--- src/rtl/al_pkg.sv ---
// Shared definitions for the alarm-clock keypad entry path: FSM encodings,
// PS/2 keypad scancodes and the scancode-to-BCD decoder.
package al_pkg;

  typedef enum logic [3:0] {
    ST_SHOW_TIME     = 4'd0,
    ST_KEY_STORE     = 4'd1,
    ST_KEY_HOLD      = 4'd2,
    ST_KEY_RELEASE   = 4'd3,
    ST_ENTRY         = 4'd4,
    ST_COMMIT_ALARM  = 4'd5,
    ST_COMMIT_TIME   = 4'd6,
    ST_SHOW_ALARM    = 4'd7,
    ST_ALARM_RELEASE = 4'd8,
    ST_SLOT_NEXT     = 4'd9,
    ST_ERROR         = 4'd10
  } state_t;

  localparam logic [7:0] KP_0            = 8'h70;
  localparam logic [7:0] KP_1            = 8'h69;
  localparam logic [7:0] KP_2            = 8'h72;
  localparam logic [7:0] KP_3            = 8'h7A;
  localparam logic [7:0] KP_4            = 8'h6B;
  localparam logic [7:0] KP_5            = 8'h73;
  localparam logic [7:0] KP_6            = 8'h74;
  localparam logic [7:0] KP_7            = 8'h6C;
  localparam logic [7:0] KP_8            = 8'h75;
  localparam logic [7:0] KP_9            = 8'h7D;
  localparam logic [7:0] KP_STAR         = 8'h7C;
  localparam logic [7:0] KP_MINUS        = 8'h7B;
  localparam logic [7:0] KP_PLUS         = 8'h79;
  localparam logic [7:0] KP_PERIOD       = 8'h71;
  localparam logic [7:0] KP_KEY_RELEASED = 8'hF0;
  localparam logic [7:0] KP_INVALID      = 8'hFF;

  typedef struct packed {
    logic       vld;
    logic [3:0] val;
  } bcd_t;

  function automatic bcd_t bcd_digit(input logic [7:0] k);
    bcd_t r;
    r.vld = 1'b1;
    case (k)
      KP_0: r.val = 4'd0;
      KP_1: r.val = 4'd1;
      KP_2: r.val = 4'd2;
      KP_3: r.val = 4'd3;
      KP_4: r.val = 4'd4;
      KP_5: r.val = 4'd5;
      KP_6: r.val = 4'd6;
      KP_7: r.val = 4'd7;
      KP_8: r.val = 4'd8;
      KP_9: r.val = 4'd9;
      default: begin
        r.vld = 1'b0;
        r.val = 4'd0;
      end
    endcase
    return r;
  endfunction

endpackage

--- src/rtl/al_bcd_time_check.sv ---
// Combinational HHMM validator: 00:00..23:59, every nibble a decimal digit.
module al_bcd_time_check (
  input  logic [15:0] hhmm_i,
  output logic        valid_o
);
  logic [3:0] ht, hu, mt, mu;

  assign {ht, hu, mt, mu} = hhmm_i;

  assign valid_o = (ht <= 4'd2) && (hu <= 4'd9) && (mt <= 4'd5) && (mu <= 4'd9) &&
                   !((ht == 4'd2) && (hu > 4'd3));
endmodule

--- src/rtl/al_entry_controller.sv ---
// Keypad entry controller: collects BCD digits from keypad scancodes and commits
// them as the new time or into an alarm slot, with backspace, timeout and validation.
module al_entry_controller
  import al_pkg::*;
#(
  parameter int DIGITS     = 4,
  parameter int NUM_ALARMS = 2,
  parameter int TIMEOUT_S  = 10,
  parameter int CHECK_TIME = 1,
  localparam int SLOT_W    = (NUM_ALARMS > 1) ? $clog2(NUM_ALARMS) : 1,
  localparam int CW        = $clog2(DIGITS + 1),
  localparam int BW        = 4 * DIGITS
) (
  input  logic              clk,
  input  logic              reset,
  input  logic              one_second,
  input  logic [7:0]        key,
  output logic [BW-1:0]     key_buffer,
  output logic [CW-1:0]     digit_count,
  output logic [SLOT_W-1:0] alarm_slot,
  output logic              load_alarm,
  output logic              load_new_time,
  output logic              show_alarm,
  output logic              show_keyboard,
  output logic              entry_error,
  output logic [3:0]        debug_state
);
  localparam logic [CW-1:0]     CNT_MAX  = CW'(DIGITS);
  localparam logic [SLOT_W-1:0] SLOT_MAX = SLOT_W'(NUM_ALARMS - 1);
  localparam logic [7:0]        TMO      = 8'(TIMEOUT_S);

  state_t            state_q, state_d;
  logic [BW-1:0]     buf_q, buf_d;
  logic [CW-1:0]     cnt_q, cnt_d;
  logic [SLOT_W-1:0] slot_q, slot_d;
  logic [7:0]        tmo_q, tmo_d;
  logic              ld_alarm_q, ld_alarm_d;
  logic              ld_time_q, ld_time_d;
  bcd_t              kd;
  logic              time_ok, commit_ok;

  assign kd = bcd_digit(key);

  generate
    if (CHECK_TIME != 0) begin : g_chk
      al_bcd_time_check u_chk (.hhmm_i(buf_q[15:0]), .valid_o(time_ok));
    end else begin : g_nochk
      assign time_ok = 1'b1;
    end
  endgenerate

  assign commit_ok = (cnt_q != '0) && time_ok;

  always_comb begin
    state_d    = state_q;
    buf_d      = buf_q;
    cnt_d      = cnt_q;
    slot_d     = slot_q;
    tmo_d      = tmo_q;
    ld_alarm_d = 1'b0;
    ld_time_d  = 1'b0;
    case (state_q)
      ST_SHOW_TIME: begin
        if (kd.vld) begin
          state_d = ST_KEY_STORE;
          buf_d   = '0;
          cnt_d   = '0;
        end else if (key == KP_STAR) state_d = ST_SHOW_ALARM;
        else if (key == KP_PLUS)     state_d = ST_SLOT_NEXT;
      end
      ST_KEY_STORE: begin
        if (kd.vld) begin
          buf_d = {buf_q[BW-5:0], kd.val};
          if (cnt_q != CNT_MAX) cnt_d = cnt_q + 1'b1;
        end else if (key == KP_PERIOD) begin
          buf_d = {4'd0, buf_q[BW-1:4]};
          if (cnt_q != '0) cnt_d = cnt_q - 1'b1;
        end
        state_d = ST_KEY_HOLD;
      end
      ST_KEY_HOLD:
        if (key == KP_KEY_RELEASED) state_d = ST_KEY_RELEASE;
      ST_KEY_RELEASE:
        if (key == KP_INVALID) begin
          state_d = ST_ENTRY;
          tmo_d   = TMO;
        end
      ST_ENTRY: begin
        if (one_second && tmo_q != 8'd0) tmo_d = tmo_q - 8'd1;
        // Expiry outranks any key arriving in the same cycle
        if (tmo_q == 8'd0) begin
          state_d = ST_SHOW_TIME;
          buf_d   = '0;
          cnt_d   = '0;
        end else if (key == KP_STAR)                state_d = ST_COMMIT_ALARM;
        else if (key == KP_MINUS)                   state_d = ST_COMMIT_TIME;
        else if (kd.vld || key == KP_PERIOD)        state_d = ST_KEY_STORE;
      end
      ST_COMMIT_ALARM: begin
        ld_alarm_d = commit_ok;
        state_d    = commit_ok ? ST_SHOW_TIME : ST_ERROR;
      end
      ST_COMMIT_TIME: begin
        ld_time_d = commit_ok;
        state_d   = commit_ok ? ST_SHOW_TIME : ST_ERROR;
      end
      ST_ERROR: begin
        buf_d   = '0;
        cnt_d   = '0;
        state_d = ST_SHOW_TIME;
      end
      ST_SHOW_ALARM:
        if (key == KP_KEY_RELEASED) state_d = ST_ALARM_RELEASE;
        else if (key == KP_INVALID) state_d = ST_SHOW_TIME;
      ST_ALARM_RELEASE:
        if (key == KP_INVALID) state_d = ST_SHOW_TIME;
      ST_SLOT_NEXT: begin
        slot_d  = (slot_q == SLOT_MAX) ? '0 : slot_q + 1'b1;
        state_d = ST_ALARM_RELEASE;
      end
      default: state_d = ST_SHOW_TIME;
    endcase
  end

  always_ff @(posedge clk) begin
    if (!reset) begin
      state_q    <= ST_SHOW_TIME;
      buf_q      <= '0;
      cnt_q      <= '0;
      slot_q     <= '0;
      tmo_q      <= 8'd0;
      ld_alarm_q <= 1'b0;
      ld_time_q  <= 1'b0;
    end else begin
      state_q    <= state_d;
      buf_q      <= buf_d;
      cnt_q      <= cnt_d;
      slot_q     <= slot_d;
      tmo_q      <= tmo_d;
      ld_alarm_q <= ld_alarm_d;
      ld_time_q  <= ld_time_d;
    end
  end

  // Load pulses are registered so the buffer they carry is already stable
  assign load_alarm    = ld_alarm_q;
  assign load_new_time = ld_time_q;
  assign entry_error   = (state_q == ST_ERROR);
  assign show_alarm    = (state_q == ST_SHOW_ALARM) || (state_q == ST_SLOT_NEXT);
  assign show_keyboard = ((state_q >= ST_KEY_STORE) && (state_q <= ST_COMMIT_TIME)) ||
                         (state_q == ST_ALARM_RELEASE);
  assign key_buffer    = buf_q;
  assign digit_count   = cnt_q;
  assign alarm_slot    = slot_q;
  assign debug_state   = state_q;
endmodule

--- config.mk ---
export PLATFORM = sky130hd
export DESIGN_NAME = al_entry_controller
export DESIGN_NICKNAME = d
export VERILOG_FILES = /design/src/rtl/al_pkg.sv /design/src/rtl/al_bcd_time_check.sv /design/src/rtl/al_entry_controller.sv
export SDC_FILE = /design/constraint.sdc
export NUM_CORES = 1
export LEC_CHECK = 0
export ABC_AREA = 1
export CAP_MARGIN = 30
export CORE_MARGIN = 4
export CORE_UTILIZATION = 46
export DETAILED_ROUTE_END_ITERATION = 16
export GPL_TIMING_DRIVEN = 0
export PLACE_DENSITY = 0.81
export SLEW_MARGIN = 10
export SYNTH_ARGS = -nofsm -noshare
export SYNTH_HDL_FRONTEND = slang
export SYNTH_HIERARCHICAL = 1
export SYNTH_SLANG_ARGS = --single-unit
--- constraint.sdc ---
create_clock -name clk -period 1.96 [get_ports clk]
set_input_delay 0.392 -clock clk [delete_from_list [all_inputs] [get_ports clk]]
set_output_delay 0.392 -clock clk [all_outputs]
set_load 0.01 [all_outputs]
Word-level counts from Yosys, hierarchy flattened
Cells that the tools add are included.
{"block": "word_totals", "reg_bits": 34, "inputBits": 11, "out_inout_bits": 29, "elab_cells": 113}
{"block": "classes", "n_addsub": 4, "order_cmp": 7, "eq_ne": 38, "muxes": 31, "reduce_logical": 26}
{"cell": "$eq 8x7->1 const B", "count": 14}
{"cell": "$pmux 4 s9", "count": 2}
{"cell": "$mux 16", "count": 4}
{"cell": "$pmux 16 s4", "count": 1}
{"cell": "$mux 4", "count": 12}
{"cell": "$mux 3", "count": 6}
{"cell": "$eq 4x3->1 const B", "count": 4}
{"cell": "$eq 8x8->1 const B", "count": 2}
{"cell": "$mux 8", "count": 2}
{"cell": "$pmux 8 s2", "count": 1}
{"cell": "$eq 4x2->1 const B", "count": 3}
{"cell": "$eq 4x4->1 const B", "count": 3}
{"cell": "$ne 3x3->1 const B", "count": 4}
{"cell": "$pmux 3 s4", "count": 1}
{"cell": "$ne 2x2->1 const B", "count": 5}
{"cell": "$reduce_or 10->1", "count": 1}
{"cell": "$le 4x3->1 const B", "count": 2}
{"cell": "$le 4x4->1 const B", "count": 2}
{"cell": "$logic_and 1x1->1", "count": 8}
{"cell": "$logic_not 8->1", "count": 1}
{"cell": "$reduce_and 4->1", "count": 2}
{"cell": "$reduce_bool 8->1", "count": 1}
{"cell": "$sub 8x1->8 const B", "count": 1}
{"cell": "$reduce_and 6->1", "count": 1}
{"cell": "other kinds (19)", "count": 23}

Longest topological paths before layout
Gate-level depths: netlist (run 1).
{"block": "logic_depth", "ltp_word": 9, "depth_mapped": 16, "depth_no_buf": 15}

Modules after synthesis
The synthesis (run 1) kept the hierarchy.
{"mod": "al_entry_controller", "n_inst": 1, "cells_each": 358, "area_each_um2": 2388.5}
{"mod": "al_bcd_time_check", "n_inst": 1, "cells_each": 13, "area_each_um2": 55.1}

Least setup slack after synthesis (run 1)
OpenSTA, ideal clock, no wires.
{"block": "synth_path", "path_type": "input to register", "from": "input port key[7]", "to": "register cnt_q[1], in the netlist digit_count[1]", "setup_time_ns": 0.071, "arrival_time_ns": 2.010, "required_ns": 1.889, "path_slack_ns": -0.121, "stages": 14, "cell_sequence": "inv_1 -> nand2_2 -> nor2_4 -> nand2_1 -> nand2_4 -> nor2_8 -> nand2_4 -> inv_2 -> buf_6 -> fa_1 -> inv_1 -> nor2_1 -> nand3_1 -> a21oi_1"}
{"block": "synth_between", "elab_chain_len": 5, "word_cells_on_any_way": 20, "cone_classes": "eq/ne: 15; mux: 3; reduce/logical: 2"}
{"item": "start: declaration", "line": "al_entry_controller.sv:17", "rtl": "input logic [7:0] key,"}
{"item": "$eq 8x7->1", "line": "al_pkg.sv:44", "rtl": "case (k)"}
{"item": "$reduce_or 10->1 (no source line)"}
{"item": "$mux 1", "line": "al_pkg.sv:44"}
{"item": "$ne 3x3->1 (no source line) (tied with other cells)"}
{"item": "$reduce_and 6->1 (no source line) or $pmux 3 s4 (tied branches)"}
{"item": "end signal: assignment", "line": "al_entry_controller.sv:137", "rtl": "cnt_q <= cnt_d;"}
{"item": "end: declaration", "line": "al_entry_controller.sv:34", "rtl": "logic [CW-1:0] cnt_q, cnt_d;"}
Several ways; a longest one is shown, not always the timed one.
A chain may end at the register's enable or synchronous reset.

Worst setup path in the final report (run 1)
{"block": "layout_path", "from": "input port key[2]", "to": "register buf_q[7], in the netlist key_buffer[7]"}
{"block": "layout_between", "elab_chain_len": 5, "word_cells_on_any_way": 18, "cone_classes": "eq/ne: 13; mux: 3; reduce/logical: 2"}
{"item": "$eq 8x7->1", "line": "al_pkg.sv:44"}
{"item": "$reduce_or 10->1 (no source line)"}
{"item": "$mux 1", "line": "al_pkg.sv:44"}
{"item": "$ne 3x3->1 (no source line) (tied with other cells)"}
{"item": "$reduce_and 4->1 (no source line) or $pmux 16 s4 (tied branches)"}
{"item": "end signal: assignment", "line": "al_entry_controller.sv:136", "rtl": "buf_q <= buf_d;"}
{"item": "end: declaration", "line": "al_entry_controller.sv:33", "rtl": "logic [BW-1:0] buf_q, buf_d;"}
Several ways; a longest one is shown, not always the timed one.

==> results.txt, run 1 <==
The run finished with clean final reports. The total design power is 3190 uW. The aggregate routed wire length is 7070 um. Counting along the longest clock path gives a buffer depth of 2. The number of CTS-inserted buffers came out at 5.

Counting instances, the worst hold path has a depth of 2. The number of antenna repair diodes came out at 0. Of the synthesized area, sequential elements account for 0.279.

The peak ir drop on the vdd network is 0.000688 V. The global-route usage over all layers is 0.220. The library cells used most frequently in the layout, excluding fill and tap cells, are 100 x nand2_1, 37 x nor2_1, 32 x inv_1, 31 x dfxtp_1, 27 x clkdlybuf4s50_1.

The slack of the worst reg-to-reg path came out at 130 ps. The count of routing violations after the opening detailed-route iteration is 195. The max-slew headroom at the worst pin came out at 0.514. Across the run, the number of max-cap violations was 0. In this run the count of I/O pins placed on the die edge is 40.

The fraction of the mapped netlist area in simple logic gates came out at 0.466. The wire-length estimate of the detail-placed layout is 4720 um. The worst setup path is launched from a primary input. The clock input transition at the sequential cells of the worst setup and hold paths is 70 ps.

The power density normalized to cell area came out at 979 nW/um^2. The end-of-flow core utilization came out at 0.634. The hold path startpoint is alarm_slot. The slowest stage of the critical path belongs to the cell nor2_4. The initial core utilization came out at 0.475. In this design, the stage delay of the slowest critical-path cell is 220 ps. The final clock skew came out at 7.86 ps. The ratio of routed vias to standard cells came out at 5.32. The number of buffers added to fix hold violations after cts is 0.

In this run the vertical extent of the chip is 80.9 um. The max-slew violation total from the final report was 0. Of the available clock period, the critical path in the final layout requires 0.990. The highest net fanout along the worst path is 7. The synthesized net count came out at 385. The initial antenna violation count came out at 0.

The main combinational cell family by area after synthesis is simple AND/OR/NAND/NOR gates. In this run the critical register-to-register path is captured at key_buffer[7]. Of all flip-flops after synthesis, the portion carrying an async set or reset was 0. The final weighted congestion of routability-driven global placement came out at 0.893. TritonCTS built the clock tree.

The required time at the endpoint of the critical path came out at 2170 ps. Of the post-synthesis cell area, the part taken by muxes is 0. The count of state elements after synthesis came out at 34. The min-delay analysis places its worst path in the category reg2reg. The share of the synthesized area in compound gates (AO/OA/AOI/OAI) came out at 0.136.

The overflow left after global routing is 0. The routed wire length per instance is 13.8 um. The total number of clock tree sinks is 34. The worst register-to-register path begins at debug_state[3].

The clock reaches the later pin of the worst-skew pair after 290 ps. The fraction of layout instances using a drive strength above 1 is 0.295. The count of nets after finishing came out at 454.

The number of iterations in the first detailed-routing pass is 5. Walking the worst path, the cells encountered are buf_4 -> nor2_4 -> buf_4 -> buf_4 -> buf_4 -> buf_4 -> buf_4 -> nand4_1 -> nand3_2 -> nor2_2 -> nor2_4 -> buf_8 -> nand3_2 -> a21oi_2. Synthesis produced 371 cells.

The final count of hold timing violations was 0. The number of nets with antenna violations after routing is 0. Clock tree synthesis selected as its root buffer the cell clkbuf_8. The cell family contributing the most delay on the critical path is simple AND/OR/NAND/NOR gates. Together, buffers and inverters on the worst path number 7.

The maximum level of the CTS H-tree came out at 2. The number of DRC violations after detailed routing is 0. The number of placement rows is 26. The via count is 2718. The core area came out at 5140 um^2.

For hold timing, the worst endpoint is alarm_slot. The pin count of the biggest net entering global routing came out at 13. The wire length of the first global-routing pass is 11400 um. For the worst setup path, the data arrival time is 2150 ps.

The via count of the first global-routing pass is 2538. In this run the tool buffered the top-level ports with 38 buffer cells. The number of flops mapped to enable cells by yosys came out at 0. The worst setup path is captured at a flop.

In this design, the critical path's most frequently occurring cell is buf_4. Setup violations remaining at the end of the flow were counted as 0. The die area came out at 6540 um^2. Summing every instance area after synthesis gives 2440 um^2. The critical path is of the in2reg type. The count of warnings emitted by yosys is 6. The transition time at the pin with the least slew margin came out at 729 ps. Of the total synthesized cell area, the portion taken by XOR and XNOR cells is 0.00717. The adder-cell area share of the yosys netlist is 0.0184. The number of cells on the worst reg-to-reg path is 10. The width of the die is 80.9 um.

Summed over all cells, the static leakage comes to 0.00141 uW. After synthesis, the mean cell area works out to 6.59 um^2. The number of library cell types mapped by synthesis came out at 33. The shortest clock period the worst path allows after layout is 1940 ps. The maximum operating frequency came out at 0.516 GHz. The met2 track demand over resource in global routing came out at 0.382. The prevailing post-synth register cell is dfxtp_1. The library cell used most frequently in the layout, excluding fill and tap cells, is nand2_1. The area growth from synthesis to final layout is 33.4%. The layer with the highest usage after global routing is met2.

For this run, global-route usage on met3 was measured as 0.0532. The global routing usage on met1 is 0.263.
-- cell families after synthesis --
kind of cell	Yosys count
and+or+nand+nor	228
AOI/OAI and AO/OA	52
buffers and inverters	52
DFF	34
adders and majority gates	3
xor gates and xnor gates	2
-- power breakdown --
| part | internal, uW | total, uW | leakage, uW | switching, uW |
|---|---|---|---|---|
| clock | 283 | 539 | 0.0000482 | 256 |
| combinational | 715 | 1800 | 0.00108 | 1080 |
| sequential | 770 | 855 | 0.000277 | 85.0 |
| total | 1770 | 3190 | 0.00141 | 1420 |
-- worst reg2reg max path, stage by stage (launching register included) --
cell and delay, ps:
dfxtp_1 320, inv_2 90, nand2_1 170, nor2_4 190, nor2_1 90, a21oi_4 200, nand2_2 90, nor2_4 200
buf_8 160, nand3_2 70, a21oi_2 170
-- worst max path at each step --
| stage | to | cells after the start | from |
|---|---|---|---|
| floorplan | digit_count[2] | 16 | key[7] |
| global placement | digit_count[2] | 16 | key[2] |
| detailed placement | digit_count[2] | 16 | key[2] |
| CTS | key_buffer[7] | 14 | key[3] |
| global route | key_buffer[7] | 14 | key[2] |
| finish | key_buffer[7] | 14 | key[2] |
-- final cells by class --
type,instances,area (um^2)
buffer,8,55.1
inverter,43,174
sequential,34,687
timing repair buffer,63,544
multi-input combinational,285,1620
clock inverter,1,5.00
fill,480,1880
clock buffer,7,86.3
tap,70,87.6
-- synthesized netlist by cell type (7+ instances only) --
cell type,count,share of area
nand2_1,107,0.16
nor2_1,46,0.071
inv_1,36,0.055
dfxtp_1,34,0.28
nand3_1,22,0.045
a21oi_1,14,0.029
o21ai_0,13,0.027
a21oi_2,11,0.039
nand3_2,11,0.045
nand2_2,9,0.023
nand4_1,9,0.023
nor2_4,7,0.032
-- per-layer routing --
layer  part of all wire  up-vias
met5                  0        -
met4              0.025        0
met3              0.059       22
met2               0.49      115
met1               0.43     1259
li1                   -     1322
-- sequential cells by signal, indices dropped and copies added (netlist names) --
register,flops
load_alarm,1
tmo_q,8
alarm_slot,1
key_buffer,16
digit_count,3
debug_state,4
load_new_time,1
-- repair_timing --
| item | 4_1_cts | 5_1_grt |
|---|---|---|
| endpoints found under the setup margin | 29 | 23 |
| setup buffers | 18 | 6 |
| gates cloned | 0 | 1 |
| pin swaps | 18 | 19 |
| endpoints found under the hold margin | 0 | 0 |
| resized for setup | 44 | 27 |
-- through the flow --
step / worst slack (ps) / std cells / hold slack (ps) / TNS (ps) / cell area, um^2
after detailed placement: -804 / 479 / 460 / -11370 / 2920
after global routing: -40.4 / 511 / 491 / -97.1 / 3260
final: 20.6 / 511 / 470 / 0 / 3260
after floorplan: -30.4 / 371 / 445 / -53.9 / 2460
after global placement: -759 / 479 / 453 / -10310 / 2920
after CTS: 15.3 / 504 / 469 / 0 / 3170
Note: power is estimated with default switching activity, not from simulation.
==> inputs of run 2 (changes only) <==
--- a/config.mk
+++ b/config.mk
@@ -11,7 +11,7 @@
 export CORE_UTILIZATION = 46
 export DETAILED_ROUTE_END_ITERATION = 16
 export GPL_TIMING_DRIVEN = 0
-export PLACE_DENSITY = 0.81
+export PLACE_DENSITY = 0.82
 export SLEW_MARGIN = 10
 export SYNTH_ARGS = -nofsm -noshare
 export SYNTH_HDL_FRONTEND = slang
==> results.txt, run 2 (synthesis gave the netlist of run 1 again) <==
Leaving out fill and tap cells, the most frequent cells in the layout are 99 x nand2_1, 38 x nor2_1, 32 x inv_1, 32 x dfxtp_1, 27 x clkdlybuf4s50_1. The launch point of the critical path is key[2]. In this run the critical register-to-register path is launched from debug_state[2]. The share of power burned in registers came out at 0.269.

The I/O pin count came out at 40. The core area is 5140 um^2. The highest routing layer actually used is met4. The critical path is of the in2reg type. The endpoint of the worst hold-timing path is alarm_slot. The highest net fanout along the worst path is 7. On the worst path, the slowest cell contributes a delay of 240 ps.

Setup violations remaining at the end of the flow were counted as 0. The overflow left after global routing came out at 0. The count of max-cap constraint violations came out at 0. The wire length of the first global-routing pass came out at 10800 um. The global-route usage over all layers is 0.212. The most common library cell in the layout ignoring fill and taps is nand2_1.

The final count of hold timing violations came out at 0. The end-of-flow core utilization is 0.625. The detailed-route wire length on metal 1 is 2840 um. Once detail routing completed, the nets flagged for antenna violations numbered 0. The via count of the first global-routing pass is 2502. For this design the static power due to leakage is 0.00137 uW. The arrival time reported for the critical path endpoint is 2160 ps. Entering global routing, the biggest net connects 13 pins. Across the routed clock network, the largest skew measured is 7.45 ps. The power density normalized to cell area came out at 981 nW/um^2. The sum of met3 wire segment lengths after detailed routing came out at 428 um.

The estimated wirelength of the detail-placed design came out at 4630 um. In this run the worst hold path is classified as reg2reg. The die is 80.9 um wide. The die height came out at 80.9 um. Dividing the final minimum period by the clock period gives 0.992.

The summed negative setup slack over all endpoints came out at 0 ps. The required time at the endpoint of the critical path came out at 2180 ps. TritonCTS created 5 clock buffers. The die area came out at 6540 um^2. The share of total power dissipated in the clock network is 0.172.

The cell at the root of the clock tree is clkbuf_8. Walking the worst path, the cells encountered are clkbuf_4 -> nor2_4 -> buf_4 -> buf_4 -> buf_4 -> buf_4 -> buf_4 -> nand4_1 -> nand3_2 -> nor2_2 -> nor2_4 -> buf_8 -> nand3_2 -> a21oi_2. Summed over all layers, the routed wires come to 6870 um.

The deepest clock path buffer count is 2. The maximum level of the CTS H-tree came out at 2. The max-slew violation total from the final report came out at 0. The worst path in the final design needs a cycle of 1940 ps, including I/O delays and setup. The number of antenna repair diodes is 0. The fill cell instance count of the final layout came out at 492. The number of placement rows is 26.

STA classifies the critical path startpoint as a primary input. The number of buffers added to fix hold violations after cts is 0. The worst register-to-register path ends at key_buffer[2]. The initial core utilization is 0.475. The initial antenna violation count came out at 0. Based on the critical path, the design can be clocked at up to 0.514 GHz. STA classifies the critical path endpoint as a flop. The met2 wire length is 3350 um. The worst pin sits at a relative slew slack of 0.517.

The cell type with the highest occurrence count on the critical path is buf_4. The slack of the worst reg-to-reg path is 40 ps. The run finished with clean final reports. The total number of clock tree sinks came out at 34.

The insertion delay to the later sink of the worst-skew pair is 300 ps. The final weighted congestion of routability-driven global placement came out at 0.952. The startpoint identified for the worst hold timing path is alarm_slot. The fraction of power spent switching nets is 0.449.

The count of nets after finishing came out at 448. At the pin with the least slew margin, the transition time is 724 ps. After clock tree synthesis, the clock-pin slew on the worst setup and hold paths is 70 ps. The peak ir drop on the vdd network is 0.000679 V. The routed wire length per instance is 13.6 um. The internal power component came out at 1740 uW. The CTS tree is yes. The slowest stage cell on the critical path is nor2_4.

The power spent charging and discharging nets is 1410 uW. The number of input and output port buffers inserted is 38. After the first detailed-routing iteration, the DRC count stood at 253.

The area growth from synthesis to final layout came out at 31.5%. The worst register-to-register path has a depth of 9. The number of DRC violations after detailed routing is 0. Of the cells placed in the final design, the portion with a size suffix greater than 1 is 0.280.

The power share of the combinational group came out at 0.559. The flip-flop count of the largest register, all copies and words added came out at 16. The via count came out at 2654.

The ratio of routed vias to standard cells is 5.26. The number of iterations in the first detailed-routing pass is 5. Counting instances, the worst hold path has a depth of 2.
[run 2: timing repair]
| item | CTS | global route |
|---|---|---|
| pin swaps | 16 | 17 |
| gates resized for setup | 33 | 33 |
| gates cloned | 0 | 1 |
| buffers inserted | 13 | 5 |
| endpoints found under the setup margin | 24 | 23 |
[run 2: how the worst max path moves through the flow]
stage | endpoint | slack, ps | cells past startpoint
after global placement | digit_count[2] | -740 | 16
final | key_buffer[2] | 20 | 14
after detailed placement | digit_count[2] | -800 | 16
after global routing | key_buffer[2] | -80 | 9
after CTS | key_buffer[2] | 10 | 14
after floorplan | digit_count[2] | -30 | 16
[run 2: power groups by stage]
stage               clock, uW  sequential [uW]  combinational (uW)
global route              583              862                1930
floorplan                   0              857                1190
finish                    541              849                1760
CTS                       551              846                1610
global placement            0              851                1580
detailed placement          0              855                1610
[run 2: cell type report]
type                    count  area (um^2)  share of cell area
multi-input cells         285         1620               0.503
flip-flops and latches     34          683               0.213
repair buffers             57          505               0.157
inverters                  43          174              0.0541
well taps                  70         87.6              0.0273
clock buffers               7         86.3              0.0269
plain buffers               8         55.1              0.0171
clock inverters             1         5.00             0.00156
[run 2: critical path: cells and delay by family]
family / cells / cell delay [ps]
buffers and inverters: 7 / 810
AND/OR/NAND/NOR: 6 / 780
AO/OA/AOI/OAI: 1 / 180
[run 2: routing by layer]
layer  up-vias  track usage
met5         -            0
met4         0       0.0845
met3        25       0.0543
met2       105        0.373
met1      1209        0.243
li1       1315            -
[run 2: through the flow]
step / instance area (um^2) / worst slack (ps) / cells / hold slack [ps] / power (uW)
6_report: 3210 / 15.7 / 505 / 476 / 3150
5_1_grt: 3210 / -80.6 / 505 / 500 / 3380
2_1_floorplan: 2460 / -30.4 / 371 / 445 / 2050
3_3_place_gp: 2920 / -739 / 479 / 453 / 2430
4_1_cts: 3120 / 10.6 / 499 / 475 / 3010
3_5_place_dp: 2920 / -796 / 479 / 459 / 2460
==> inputs of run 3 (changes only) <==
--- a/config.mk
+++ b/config.mk
@@ -10,7 +10,6 @@
 export CORE_MARGIN = 4
 export CORE_UTILIZATION = 46
 export DETAILED_ROUTE_END_ITERATION = 16
-export GPL_TIMING_DRIVEN = 0
 export PLACE_DENSITY = 0.82
 export SLEW_MARGIN = 10
 export SYNTH_ARGS = -nofsm -noshare
==> results.txt, run 3 (synthesis gave the netlist of run 1 again) <==
The maximum level of the CTS H-tree is 2. Hold is met by 466 ps. The final clock skew is 7.35 ps. The clock period could shrink to 1830 ps. The count of nets left with antenna violations once routing finished came out at 0. The number of antenna repair diodes is 0.

The via count of the first global-routing pass came to 2471. The highest net fanout along the worst path is 4. The width of the die is 80.9 um. The setup slack after placement came out at -492 ps. The worst setup path is launched from a primary input.

The max-slew headroom at the worst pin came out at 0.832. Buffers inserted during clock tree synthesis total 5. The peak ir drop on the vdd network came out at 0.000828 V. For this design the top-level I/O count stands at 40.

The leakage power is 0.00143 uW. Measured along the y axis, the die boundary spans 80.9 um. The area growth from synthesis to layout is 33.4%.

The critical setup path kind is in2reg. CTS placed an instance of clkbuf_8 at the clock tree root. Routability-driven placement finished with a final weighted congestion of 0.922. The required time at the endpoint of the critical path came out at 2180 ps. The count of cells in the finished layout, fillers not included, comes to 518.

The count of routing violations after the opening detailed-route iteration came out at 140. The top cell types in the final layout, fill and taps aside, are 99 x nand2_1, 42 x nor2_1, 39 x buf_4, 34 x inv_1, 34 x dfxtp_1. The wire length of the first global-routing pass is 10800 um. The register with the most flip-flops in the layout has 16 of them.

The ratio of routed vias to standard cells is 5.01. The core area came out at 5140 um^2. The initial utilization of the core area, before any placement, comes to 0.475. At the pin with the least slew margin, the transition time is 251 ps.

The number of placement rows is 26. The initial antenna violation count came out at 0. The worst path setup slack after routing came out at 128 ps. In the routed design, unresolved DRC markers number 0.

The number of input and output port buffers inserted is 39. The final count of hold timing violations is 0. The die covers 6540 um^2. The flow ran to the end, and the final reports show no timing, DRC or antenna violations. Leaving out fill and tap cells, the most frequent cell in the layout is nand2_1. The net count of the finished layout is 462.

The max-slew violation total from the final report came out at 0. The insertion delay to the later sink of the worst-skew pair came out at 280 ps. Global routing finished with a remaining overflow of 0. In the finished design, the share of the clock period the worst path needs comes to 0.935. The total number of clock tree sinks is 34. The estimated wirelength of the detail-placed design came out at 4890 um. The post-route cell area is 3260 um^2. In the final layout, the share of cells above drive strength 1 is 0.288.

The summed negative setup slack over all endpoints came out at 0 ps. Summed over all layers, the routed wires come to 6280 um. In this run the cell area measured after placement is 3150 um^2. The pin count of the biggest net entering global routing is 18. The routed wire length per instance came out at 12.1 um. The maximum operating frequency came out at 0.546 GHz. The CTS tree is yes. The deepest clock path buffer count came out at 2. After clock tree synthesis, the clock-pin slew on the worst setup and hold paths is 70 ps. The slack of the worst reg-to-reg path is 170 ps. The routed layout has 2594 vias.

The number of instances in the placed design is 507. The global-route usage over all layers is 0.203. The number of iterations in the first detailed-routing pass is 4. The power density normalized to cell area is 950 nW/um^2. Setup violations remaining at the end of the flow were counted as 0. The count of max-cap constraint violations came out at 0. The element type at the critical path end is a flop. For the worst setup path, the data arrival time is 2050 ps. The type of the worst min-delay path is reg2reg.
-- run 3: cell types whose count changed in the layout (fill, tap and decap cells not counted), moves of 3 or more --
cell | previous run | this run
buf_2 | 4 | 1
buf_4 | 19 | 39
clkbuf_1 | 4 | 0
clkbuf_2 | 4 | 7
nor2_1 | 38 | 42
nor2_4 | 11 | 7
-- run 3: worst paths after layout --
check,startpoint,cells after the start,to
worst max-delay path,key[1],14,digit_count[1]
worst min-delay path,tmo_q[0],2,tmo_q[0]
worst max register to register,tmo_q[0],11,key_buffer[0]
worst min register to register,tmo_q[0],2,tmo_q[0]
-- run 3: final cells by class --
class	instances	area [um^2]
clock inverters	2	10.0
multi-input cells	285	1590
fillers	507	1880
well taps	70	87.6
repair buffers	79	661
inverters	43	166
flip-flops and latches	34	681
clock buffers	5	68.8
-- run 3: metrics by stage --
stage | total power (uW) | utilization
2_1_floorplan | 2050 | -
5_1_grt | 3330 | 0.634
3_5_place_dp | 2630 | 0.613
4_1_cts | 3090 | 0.630
3_3_place_gp | 2590 | 0.613
6_report | 3100 | 0.634
-- run 3: worst max-delay path, stage by stage --
cell and delay (ps):
clkbuf_2 120, inv_2 100, nand2_2 80, nor2_2 150
nand2_2 100, nand2_4 110, nor2_8 50, nand2_4 60
inv_2 40, fa_1 490, inv_1 40, nor2_1 90
nand3_1 100, a21oi_2 130
-- run 3: power breakdown --
group          switching, uW  internal (uW)  leakage, uW
Combinational           1050            729      0.00111
Clock                    244            238    0.0000438
Sequential              68.9            763     0.000275
-- run 3: timing repair --
| item | 4_1_cts | 5_1_grt |
|---|---|---|
| pin swaps | 4 | 11 |
| hold buffers | 0 | 0 |
| buffers inserted | 1 | 3 |
| endpoints found under the setup margin | 30 | 13 |
| gates cloned | 0 | 0 |
| gates resized for setup | 15 | 29 |
-- run 3: routing by layer --
metal / track usage / part of all wire / up-vias
met4: 0.0372 / 0.0088 / 0
met2: 0.378 / 0.51 / 67
li1: - / - / 1349
met1: 0.242 / 0.44 / 1172
met5: 0 / 0 / -
met3: 0.0410 / 0.040 / 6
